===== config.mk =====
export PLATFORM = sky130hd
export DESIGN_NAME = sum_accumulator
export DESIGN_NICKNAME = d
export VERILOG_FILES = /design/src/rtl/sum_accumulator_pkg.sv /design/src/rtl/sat_add.sv /design/src/rtl/sum_accumulator.sv
export SDC_FILE = /design/constraint.sdc
export NUM_CORES = 1
export LEC_CHECK = 0
export ABC_CLOCK_PERIOD_IN_PS = 6500
export CAP_MARGIN = 20
export CORE_ASPECT_RATIO = 0.75
export CORE_MARGIN = 2
export CORE_UTILIZATION = 35
export CTS_CLUSTER_SIZE = 20
export DETAILED_ROUTE_END_ITERATION = 12
export GPL_TIMING_DRIVEN = 0
export SLEW_MARGIN = 40
export SYNTH_ARGS = -nofsm -noshare
export SYNTH_HDL_FRONTEND = slang
export SYNTH_HIERARCHICAL = 1
export SYNTH_SLANG_ARGS = --single-unit

===== constraint.sdc =====
create_clock -name clk -period 6.5 [get_ports clk]
set_clock_uncertainty 0.05 [all_clocks]
set_input_delay 0.65 -clock clk [delete_from_list [all_inputs] [get_ports clk]]
set_output_delay 0.65 -clock clk [all_outputs]
set_load 0.05 [all_outputs]

===== src/rtl/sum_accumulator_pkg.sv =====
// sum_accumulator_pkg
// Shared types and constants for the sum accumulator block:
//   state_t - block FSM states (ACCUM collecting, HOLD result pending)
//   CNT_W   - width of the sample counter and of out_count (covers count up to 256)
//   clog2   - constant function used for elaboration-time parameter checks
package sum_accumulator_pkg;

    typedef enum logic {
        ACCUM = 1'b0,
        HOLD  = 1'b1
    } state_t;

    localparam int CNT_W = 9;

    // Ceiling log2; clog2(1) == 0.
    function automatic int clog2(input int value);
        int r;
        r = 0;
        for (int v = value - 1; v > 0; v = v >> 1) begin
            r = r + 1;
        end
        return r;
    endfunction

endpackage


===== src/rtl/sat_add.sv =====
// sat_add
// Combinational unsigned add of an a_width-bit operand onto an s_width-bit
// running value. The operand is zero-extended; if the true sum does not fit
// in s_width bits the result clamps to all-ones and sat is raised.
// Ports:
//   a   [s_width-1:0] running value (accumulator)
//   b   [a_width-1:0] operand to add
//   sum [s_width-1:0] clamped sum
//   sat               the addition overflowed s_width bits
module sat_add #(
    parameter int a_width = 33,
    parameter int s_width = 35
) (
    input  logic [s_width-1:0] a,
    input  logic [a_width-1:0] b,
    output logic [s_width-1:0] sum,
    output logic               sat
);

    logic [s_width:0] raw;

    // One guard bit above the result width catches the carry out.
    assign raw = {1'b0, a} + {{(s_width + 1 - a_width){1'b0}}, b};
    assign sat = raw[s_width];
    assign sum = sat ? {s_width{1'b1}} : raw[s_width-1:0];

endmodule


===== src/rtl/sum_accumulator.sv =====
// sum_accumulator
// Accumulates blocks of `count` consecutive unsigned samples from the
// registered adder into one saturating sum, and hands each block result
// downstream on a valid/ready handshake with its sample count and a sticky
// saturation flag. A flush pulse closes a partial block early.
// Ports:
//   clk, rst             clock, asynchronous active-high reset
//   in_valid / in_ready  sample handshake, Y_in [width:0] the sample
//   flush                close the current partial block
//   out_valid/out_ready  result handshake
//   out_sum [acc_width-1:0], out_count [8:0], out_sat  block result
module sum_accumulator
    import sum_accumulator_pkg::*;
#(
    parameter int width     = 32,
    parameter int count     = 4,
    parameter int acc_width = width + 3
) (
    input  logic                 clk,
    input  logic                 rst,
    input  logic                 in_valid,
    output logic                 in_ready,
    input  logic [width:0]       Y_in,
    input  logic                 flush,
    output logic                 out_valid,
    input  logic                 out_ready,
    output logic [acc_width-1:0] out_sum,
    output logic [CNT_W-1:0]     out_count,
    output logic                 out_sat
);

    if (count < 1 || count > 256 || clog2(count + 1) > CNT_W || acc_width < width + 1) begin : g_param_err
        $error("sum_accumulator: illegal count or acc_width");
    end

    localparam logic [CNT_W-1:0] LAST = CNT_W'(count - 1);

    state_t               state_reg;
    logic [acc_width-1:0] acc_reg;
    logic [CNT_W-1:0]     cnt_reg;
    logic                 sat_reg;
    logic                 out_valid_reg;
    logic [acc_width-1:0] out_sum_reg;
    logic [CNT_W-1:0]     out_count_reg;
    logic                 out_sat_reg;

    logic [acc_width-1:0] add_sum;
    logic                 add_sat;
    logic                 accept;
    logic                 close_now;
    logic                 flush_only;

    sat_add #(
        .a_width(width + 1),
        .s_width(acc_width)
    ) u_add (
        .a  (acc_reg),
        .b  (Y_in),
        .sum(add_sum),
        .sat(add_sat)
    );

    // In HOLD a sample can only enter in the cycle the pending result leaves.
    // Held low during reset so the first ready cycle follows reset release.
    assign in_ready = !rst && ((state_reg == ACCUM) || out_ready);
    assign accept   = in_valid && in_ready;

    // The accumulator is empty in HOLD (cleared at close), so a sample taken
    // there starts a fresh block through the same adder path; with
    // count == 1 (LAST == 0) or flush it closes again at once.
    assign close_now  = accept && ((cnt_reg == LAST) || flush);
    assign flush_only = !accept && flush && (state_reg == ACCUM) && (cnt_reg != '0);

    always_ff @(posedge clk or posedge rst) begin
        if (rst) begin
            state_reg     <= ACCUM;
            acc_reg       <= '0;
            cnt_reg       <= '0;
            sat_reg       <= 1'b0;
            out_valid_reg <= 1'b0;
            out_sum_reg   <= '0;
            out_count_reg <= '0;
            out_sat_reg   <= 1'b0;
        end else if (close_now) begin
            out_sum_reg   <= add_sum;
            out_count_reg <= cnt_reg + CNT_W'(1);
            out_sat_reg   <= sat_reg | add_sat;
            out_valid_reg <= 1'b1;
            acc_reg       <= '0;
            cnt_reg       <= '0;
            sat_reg       <= 1'b0;
            state_reg     <= HOLD;
        end else if (accept) begin
            acc_reg       <= add_sum;
            cnt_reg       <= cnt_reg + CNT_W'(1);
            sat_reg       <= sat_reg | add_sat;
            out_valid_reg <= 1'b0;
            state_reg     <= ACCUM;
        end else if (flush_only) begin
            out_sum_reg   <= acc_reg;
            out_count_reg <= cnt_reg;
            out_sat_reg   <= sat_reg;
            out_valid_reg <= 1'b1;
            acc_reg       <= '0;
            cnt_reg       <= '0;
            sat_reg       <= 1'b0;
            state_reg     <= HOLD;
        end else if ((state_reg == HOLD) && out_ready) begin
            out_valid_reg <= 1'b0;
            state_reg     <= ACCUM;
        end
    end

    assign out_valid = out_valid_reg;
    assign out_sum   = out_sum_reg;
    assign out_count = out_count_reg;
    assign out_sat   = out_sat_reg;

endmodule

After elaboration in Yosys (flattened, before gate mapping)
Cells that the tools add are included.
{ "word_totals": {"register_bits": 91, "in_bits": 38, "output_inout_bits": 47, "word_cells": 52} }
{ "classes": {"addsub": 2, "n_eq_ne": 2, "n_mux": 23, "n_bitwise": 2, "reduce_logical": 16} }
{ "ops": {"columns": ["op", "count"], "rows": [
  ["$mux W35", 7],
  ["$mux W9", 6],
  ["$add A35 B33 Y36", 1],
  ["$mux W1", 10],
  ["$add A9 B1 Y9 const B", 1],
  ["$eq A9 B2 Y1 const B", 1],
  ["$reduce_bool A9 Y1", 1],
  ["$logic_and A1 B1 Y1", 7],
  ["$reduce_bool A4 Y1", 1],
  ["$reduce_bool A3 Y1", 1],
  ["$logic_not A1 Y1", 2],
  ["$logic_or A1 B1 Y1", 2],
  ["$ne A2 B1 Y1 const B", 1],
  ["$reduce_and A2 Y1", 1],
  ["$reduce_bool A2 Y1", 1],
  ["$not A1 Y1", 1],
  ["$or A1 B1 Y1", 1]
]} }

Longest topological paths before layout
Gate-level depths: netlist (run 1).
{ "logic_depth": {"ltp_word": 11, "ltp_mapped": 13, "ltp_nobuf": 13} }

Cells and area by module
Netlist (run 1), hierarchy kept.
{ "by_module_without_submodules": {"columns": ["module", "n_inst", "cells_per_inst", "area_per_inst_um2", "seq_area_each_um2"], "rows": [
  ["sum_accumulator", 1, 348, 3844.9, 2277.2],
  ["sat_add", 1, 300, 2050.7, 0.0]
]} }

Worst setup path after synthesis (run 1)
Ideal clock, no wire load.
{ "synth_timing": {"kind": "input to output", "startpoint": "input port rst", "endpoint": "output port in_ready", "t_arrival_ns": 3.177, "required_ns": 5.800, "setup_slack_ns": 2.623, "stages": 2, "path_buffers": 0, "cell_sequence": "inv_1 -> and2_1"} }
{ "synth_via": {"elab_chain_cells": 2} }
{ "synth_rtl": {"columns": ["element", "line", "source"], "rows": [
  ["start, declared", "sum_accumulator.sv:20", "input logic rst,"],
  ["$logic_not A1 Y1 (no line)", null, null],
  ["$logic_and A1 B1 Y1", "sum_accumulator.sv:65", "assign in_ready = !rst && ((state_reg == ACCUM) || out_ready);"],
  ["end, declared", "sum_accumulator.sv:22", "output logic in_ready,"]
]} }
Every way passes these cells.

Worst setup path in the final report (run 1)
{ "layout_timing": {"startpoint": "input port Y_in[0]", "endpoint": "register out_sum_reg[28], in the netlist out_sum[28]"} }
{ "layout_via": {"elab_chain_cells": 3} }
{ "layout_rtl": {"columns": ["element", "line", "source"], "rows": [
  ["start, declared", "sum_accumulator.sv:23", "input logic [width:0] Y_in,"],
  ["$add A35 B33 Y36", "sat_add.sv:23", "assign raw = {1'b0, a} + {{(s_width + 1 - a_width){1'b0}}, b};"],
  ["$mux W35", "sat_add.sv:25", "assign sum = sat ? {s_width{1'b1}} : raw[s_width-1:0];"],
  ["net add_sum[28]", "sum_accumulator.sv:47", "logic [acc_width-1:0] add_sum;"],
  ["$mux W35", "sum_accumulator.sv:84", "end else if (close_now) begin"],
  ["end signal, assigned", "sum_accumulator.sv:85", "out_sum_reg <= add_sum;"],
  ["end signal, assigned", "sum_accumulator.sv:100", "out_sum_reg <= acc_reg;"],
  ["end, declared", "sum_accumulator.sv:43", "logic [acc_width-1:0] out_sum_reg;"]
]} }
The timed path passes the listed nets, and every way through them passes these cells.
A chain may end at the register's enable or synchronous reset.

==> metrics.txt, run 1 <==
cts hold-fix bufs 0; DIE AREA 0.01791 mm²; Final Cycle Share 55.00%; count leader, synth nand2_1; Synth Instances 648; synth top area cells dfrtp_1, nand2_1, ha_1; worst skew pair latency 360 ps; sequential share of the synthesized area 38.62%; H-tree levels 3; initial antenna violation count 0; clock root cell clkbuf_16; asr flop ratio synth 100.0%; CTS tree yes; post_cts resized 0; Port Buffers 84; detailed placement HPWL 12050 µm; area grow syn2layout 25.04%; Post-synth top cells nand2_1, dfrtp_1, a22oi_1; Cell Pwr Density 489.9 mW/mm²; Synth top area share 38.62%; Yosys reg bits 91; hold slack final 428.4 ps; Initial Util 35.36%; share of layout cells above drive strength 1 9.079%; min-delay worst type flip-flop to flip-flop; Critical Path AT 3820 ps; Reg2Reg Depth 13; worst-path maximum fanout 9; library cells used by synthesis 67; Net Count, Synth around 720; largest net degree at the start of global routing 50; mean post-synth cell area 9.098 µm²; clk buf depth 2; Overall Global Routing Usage ~19%; hold path depth 2; Pleak 3.469 nW; Synth Flop Type dfrtp_1; Die H 116.4 µm; Via Count 5252; Antenna Violating Nets Remaining 0; area leader, netlist dfrtp_1; slew margin rel. 58.88%; vias per cell approximately 5.4; Final nets 818; Post-synth EDFFs 0; max_cap viols 0; CP startpoint kind input port; Diodes inserted 0; worst vdd ir 0.0002127 V; core area 0.01667 mm²; number of global-route vias before repair 5075; I/O Pins 85; CTS sink count between 90 and 100; Reg2Reg Capture Point out_sum[28]; pin slew with the least headroom to its limit 612.2 ps; Worst R2R Setup Slack about 3300 ps; chip width roughly 150 µm; clk slew on worst S/H paths 70 ps; final WL ~16000 µm; Crit Path Class input port to flip-flop; fillcell total 1607; Core Util, Final roughly 44%; Hold EP out_sum[2]; Post-CTS Setup Bufs 0; first-pass GRT wire length 26050 µm; Routed wire per std cell 16.83 µm; total negative slack 0 ps; 1st-iter DRT viols 300; CTS buffer count 9; Cell Area, Synth just under 0.006 mm²; Final Critical Period 3575 ps; R2R Path Start acc_reg[0]; critical path capture point type flip-flop; # rows 41; DRT Pass-1 Iters 5; final hold vios 0; gr ovfl total 0; Pwr Total ~3.6 mW; outcome complete, no violations; max-slew violations 0; Worst Hold Launch out_sum[2]; drt drc 0; CP required 6750 ps; synth warn 6; GP Congestion 0.8978; # setup viols final 0; Fmax 279.7 MHz; RSZ-0062 raised after global routing false
report_power, final:
group	internal (mW)	switching [mW]	leakage (nW)
logic	0.798	1.31	2.11
registers	0.771	0.153	1.21
clock network	0.347	0.234	0.155
cells by family after synthesis:
family	share of synthesized area, %
XOR/XNOR	3.863
buffers and inverters	4.457
AND/OR/NAND/NOR	17.32
adder cells (fa/ha/maj)	7.767
multiplexers	0.5518
flip-flops	38.62
AO/OA/AOI/OAI	27.42
stage by stage:
step / cells / setup slack, ps / cell area (µm²)
after CTS: 964 / 2955 / 7368
after global placement: 947 / 851.0 / 7005
final: 964 / 2925 / 7372
after floorplan: 648 / 2623 / 5896
after global routing: 964 / 2760 / 7372
after detailed placement: 948 / 2597 / 7041
how the worst max path moves through the flow:
stage	start	end	slack [ps]	depth (start not counted)
3_5_place_dp	Y_in[0]	out_sum[28]	2600	14
2_1_floorplan	rst	in_ready	2620	2
5_1_grt	Y_in[0]	out_sum[28]	2760	14
3_3_place_gp	rst	in_ready	850	4
4_1_cts	Y_in[0]	out_sum[28]	2960	14
6_report	Y_in[0]	out_sum[28]	2920	14
layout by cell type, fill, tap and decap left out, types with 3 or more instances in the layout:
master	n
nand2_1	127
dfrtp_1	91
clkdlybuf4s50_1	84
a22oi_1	37
a22o_1	35
ha_1	35
a21oi_1	33
buf_2	23
a21o_1	22
nor2_1	18
o21ai_0	18
nand3_1	14
xor2_1	14
clkbuf_1	13
inv_1	13
xnor2_1	12
nor3_1	10
nand2b_1	9
clkbuf_16	9
and2_1	8
a221o_1	8
o211ai_1	7
a31oi_1	6
o21a_1	6
nand4_1	6
nor2b_1	5
and3_1	5
a211oi_1	5
o21bai_1	5
o21ai_1	4
o31ai_1	4
a41oi_1	3
nor4_1	3
worst max-delay path: stages:
cell and delay (ps):
clkdlybuf4s50_1 490, ha_1 210, inv_1 70, fa_1 420, nor2b_4 150, o31a_1 190
and4_4 270, a21oi_4 80, o21ai_4 290, a41o_1 290, nor3b_1 70, o31ai_1 430
a22oi_1 130, nand2_1 80
per-layer routing:
| metal | track usage, % | wire length [µm] |
|---|---|---|
| met1 | 26.58 | 8323 |
| met2 | 28.41 | 6890 |
| met3 | 4.861 | 838 |
| met4 | 3.925 | 172 |
| met5 | 0 | 0 |
layout make-up:
| type | instances | area [µm²] | area share (%) |
|---|---|---|---|
| plain buffers | 41 | 206.4 | 2.800 |
| well taps | 215 | 269.0 | 3.649 |
| inverters | 15 | 63.81 | 0.8656 |
| clock inverters | 6 | 88.84 | 1.205 |
| flip-flops and latches | 91 | 2277 | 30.89 |
| repair buffers | 85 | 868.3 | 11.78 |
| multi-input cells | 501 | 3359 | 45.57 |
| clock buffers | 10 | 239.0 | 3.242 |
No activity file was read; power rests on OpenSTA's default activity.
==> run 2: changes to the inputs <==
- ABC_CLOCK_PERIOD_IN_PS: 6500 -> 3000
- clock period: 6.5 -> 3 ns (I/O delays scaled with it)
==> metrics.txt, run 2 (synthesis results as in run 1) <==
Port Buffers 84 (unchanged); # rows 41 (unchanged); Final Critical Period between 2000 and 3000 ps; DIE AREA 0.01791 mm² (unchanged); Final Cycle Share between 90% and 100%; core area 0.01667 mm² (unchanged); worst setup path start acc_reg[0] (was Y_in[0]); first-pass GRT wire length 27380 µm (was 26050 µm); share of layout cells above drive strength 1 14.19% (was 9.079%); CTS tree yes (unchanged); Pleak 3.580 nW (was 3.469 nW); Via Count 5349 (was 5252); max-slew violations 0 (unchanged); min-delay worst type input port to async pin (was flip-flop to flip-flop); Overall Global Routing Usage 19.36% (was 18.54%); final hold vios 0 (unchanged); Die H 116.4 µm (unchanged); Diodes inserted 0 (unchanged); pin slew with the least headroom to its limit 611.4 ps (was 612.2 ps); chip width 153.9 µm (unchanged); 1st-iter DRT viols 378 (was 300); Crit Path Class flip-flop to flip-flop (was input port to flip-flop); Initial Util 35.36% (unchanged); commonest non-fill, non-tap cell in the layout nand2_1 (unchanged); Finished Layout Cells 976 (was 964); worst skew pair latency 360 ps (about the same); Critical Path AT 3100 ps (was 3820 ps); vias per cell 5.481 (was 5.448); drt drc 0 (unchanged); Final nets 830 (was 818); Antenna Violating Nets Remaining 0 (unchanged); busiest layer in global routing met2 (unchanged); H-tree levels 3 (unchanged); I/O Pins 85 (unchanged); area grow syn2layout 29.61% (was 25.04%); Worst path max stage delay 400 ps (was 490 ps); cts hold-fix bufs 0 (unchanged); worst vdd ir 0.0004543 V (was 0.0002127 V); clk buf depth 2 (unchanged); outcome complete, no violations (unchanged); clk slew on worst S/H paths 70 ps (about the same); most used cell, CP nand2_1; max_cap viols 0 (unchanged); slew margin rel. 58.93% (was 58.88%); CP startpoint kind flip-flop (was input port); GP Congestion 0.9475 (was 0.8978); Crit-path slowest cell dfrtp_1 (was clkdlybuf4s50_1); CTS sink count 91 (unchanged); largest net degree at the start of global routing 26 (was 50); GR met1 Demand/Resource 28.31% (was 26.58%); CP required 3190 ps (was 6750 ps); clock root cell clkbuf_16 (unchanged); R2R Path Start acc_reg[0] (unchanged); initial antenna violation count 0 (unchanged); GRT met2 Usage 29.40% (was 28.41%); total negative slack 0 ps (unchanged); Cell Pwr Density 1036 mW/mm² (was 489.9 mW/mm²); critical path capture point type flip-flop (unchanged); CTS buffer count 9 (unchanged); commonest cells after routing, fill and taps aside nand2_1, dfrtp_1, clkdlybuf4s50_1, a22o_1, a22oi_1 (was nand2_1, dfrtp_1, clkdlybuf4s50_1, a22oi_1); detailed placement HPWL 12540 µm (was 12050 µm); placed cell count 951 (was 948); # setup viols final 0 (unchanged); top cell family by delay on the critical path compound AO/OA/AOI/OAI gates (unchanged); gr ovfl total 0 (unchanged); DRT Pass-1 Iters 5 (unchanged); Routed wire per std cell 17.30 µm (was 16.83 µm); number of global-route vias before repair 5193 (was 5075); Global Route met3 Usage 4.156% (was 4.861%); CP bufs+invs 2 (unchanged); worst-path maximum fanout 5 (was 9); final WL 16890 µm (was 16230 µm); Fmax approximately 340 MHz; CP Cell Sequence ha_4 -> inv_2 -> fa_2 -> nor2b_4 -> o31a_1 -> and4_4 -> a21oi_4 -> o21ai_4 -> a41o_1 -> buf_4 -> xnor2_1 -> nand2_1 -> a22oi_1 -> nand2_1 (was clkdlybuf4s50_1 -> ha_1 -> inv_1 -> fa_1 -> nor2b_4 -> o31a_1 -> and4_4 -> a21oi_4 -> o21ai_4 -> a41o_1 -> nor3b_1 -> o31ai_1 -> a22oi_1 -> nand2_1)
## run 2: cell count changes in the layout (fill, tap and decap cells not counted), moves of 3 or more
| cell | before | now |
|---|---|---|
| a22oi_1 | 37 | 33 |
| buf_2 | 23 | 20 |
| a21oi_2 | 2 | 5 |
| clkinv_2 | 1 | 4 |
| a22oi_2 | 0 | 4 |
| ha_1 | 35 | 29 |
| ha_2 | 0 | 3 |
| buf_4 | 2 | 11 |
| a21oi_1 | 33 | 30 |
| ha_4 | 0 | 3 |
## run 2: path summary, 6_finish.rpt
check	to	slack [ps]	cells past startpoint
min in group clk	out_sum[17]	420	2
min	cnt_reg[6]	230	2
max reg2reg	out_sum[24]	90	14
min reg2reg	out_sum[17]	420	2
max	out_sum[24]	90	14
max in group asynchronous	acc_reg[22]	1920	5
## run 2: power by group
| group | switching [mW] | leakage (nW) | internal [mW] |
|---|---|---|---|
| logic | 2.95 | 2.24 | 1.87 |
| clock network | 0.517 | 0.131 | 0.559 |
| registers | 0.345 | 1.21 | 1.67 |
| total | 3.81 | 3.58 | 4.10 |
## run 2: cell type report
cell class / count / area [µm²]
multi-input combinational: 501 / 3498
clock inverter: 7 / 43.79
timing repair buffer: 99 / 1046
buffer: 39 / 221.5
clock buffer: 9 / 225.2
tap: 215 / 269.0
sequential: 91 / 2277
fill: 1571 / 9031
inverter: 15 / 60.06
## run 2: what timing repair did
| action | in CTS | in global routing |
|---|---|---|
| gates resized for setup | 11 | 28 |
| pin swaps | 4 | 17 |
| buffers inserted | 4 | 6 |
| setup endpoints to repair | 48 | 62 |
| cloned | 0 | 1 |
## run 2: layer usage
metal / routed length, µm / share of wire (%)
met3: 908 / 5.4
met1: 8635 / 51
met2: 7174 / 42
met5: 0 / 0
met4: 166 / 0.98
## run 2: through the flow
step           hold WS (ps)  utilization (%)  cell area [µm²]  setup slack, ps  total power [mW]
6_report              230.9            45.83             7641            93.10             7.917
4_1_cts               232.2            44.69             7451            2.500             7.753
5_1_grt               258.8            45.83             7641           -27.19             8.482
3_5_place_dp          412.6            42.68             7116           -587.9             6.558
2_1_floorplan         421.1                -             5899            295.2             5.329
3_3_place_gp          411.8            42.04             7009            -1215             6.440
==> run 3: changes to the inputs <==
- CAP_MARGIN: 20 -> not set
==> results of run 3 <==
No change in the layout: final DEF, timing and power equal those of run 2.
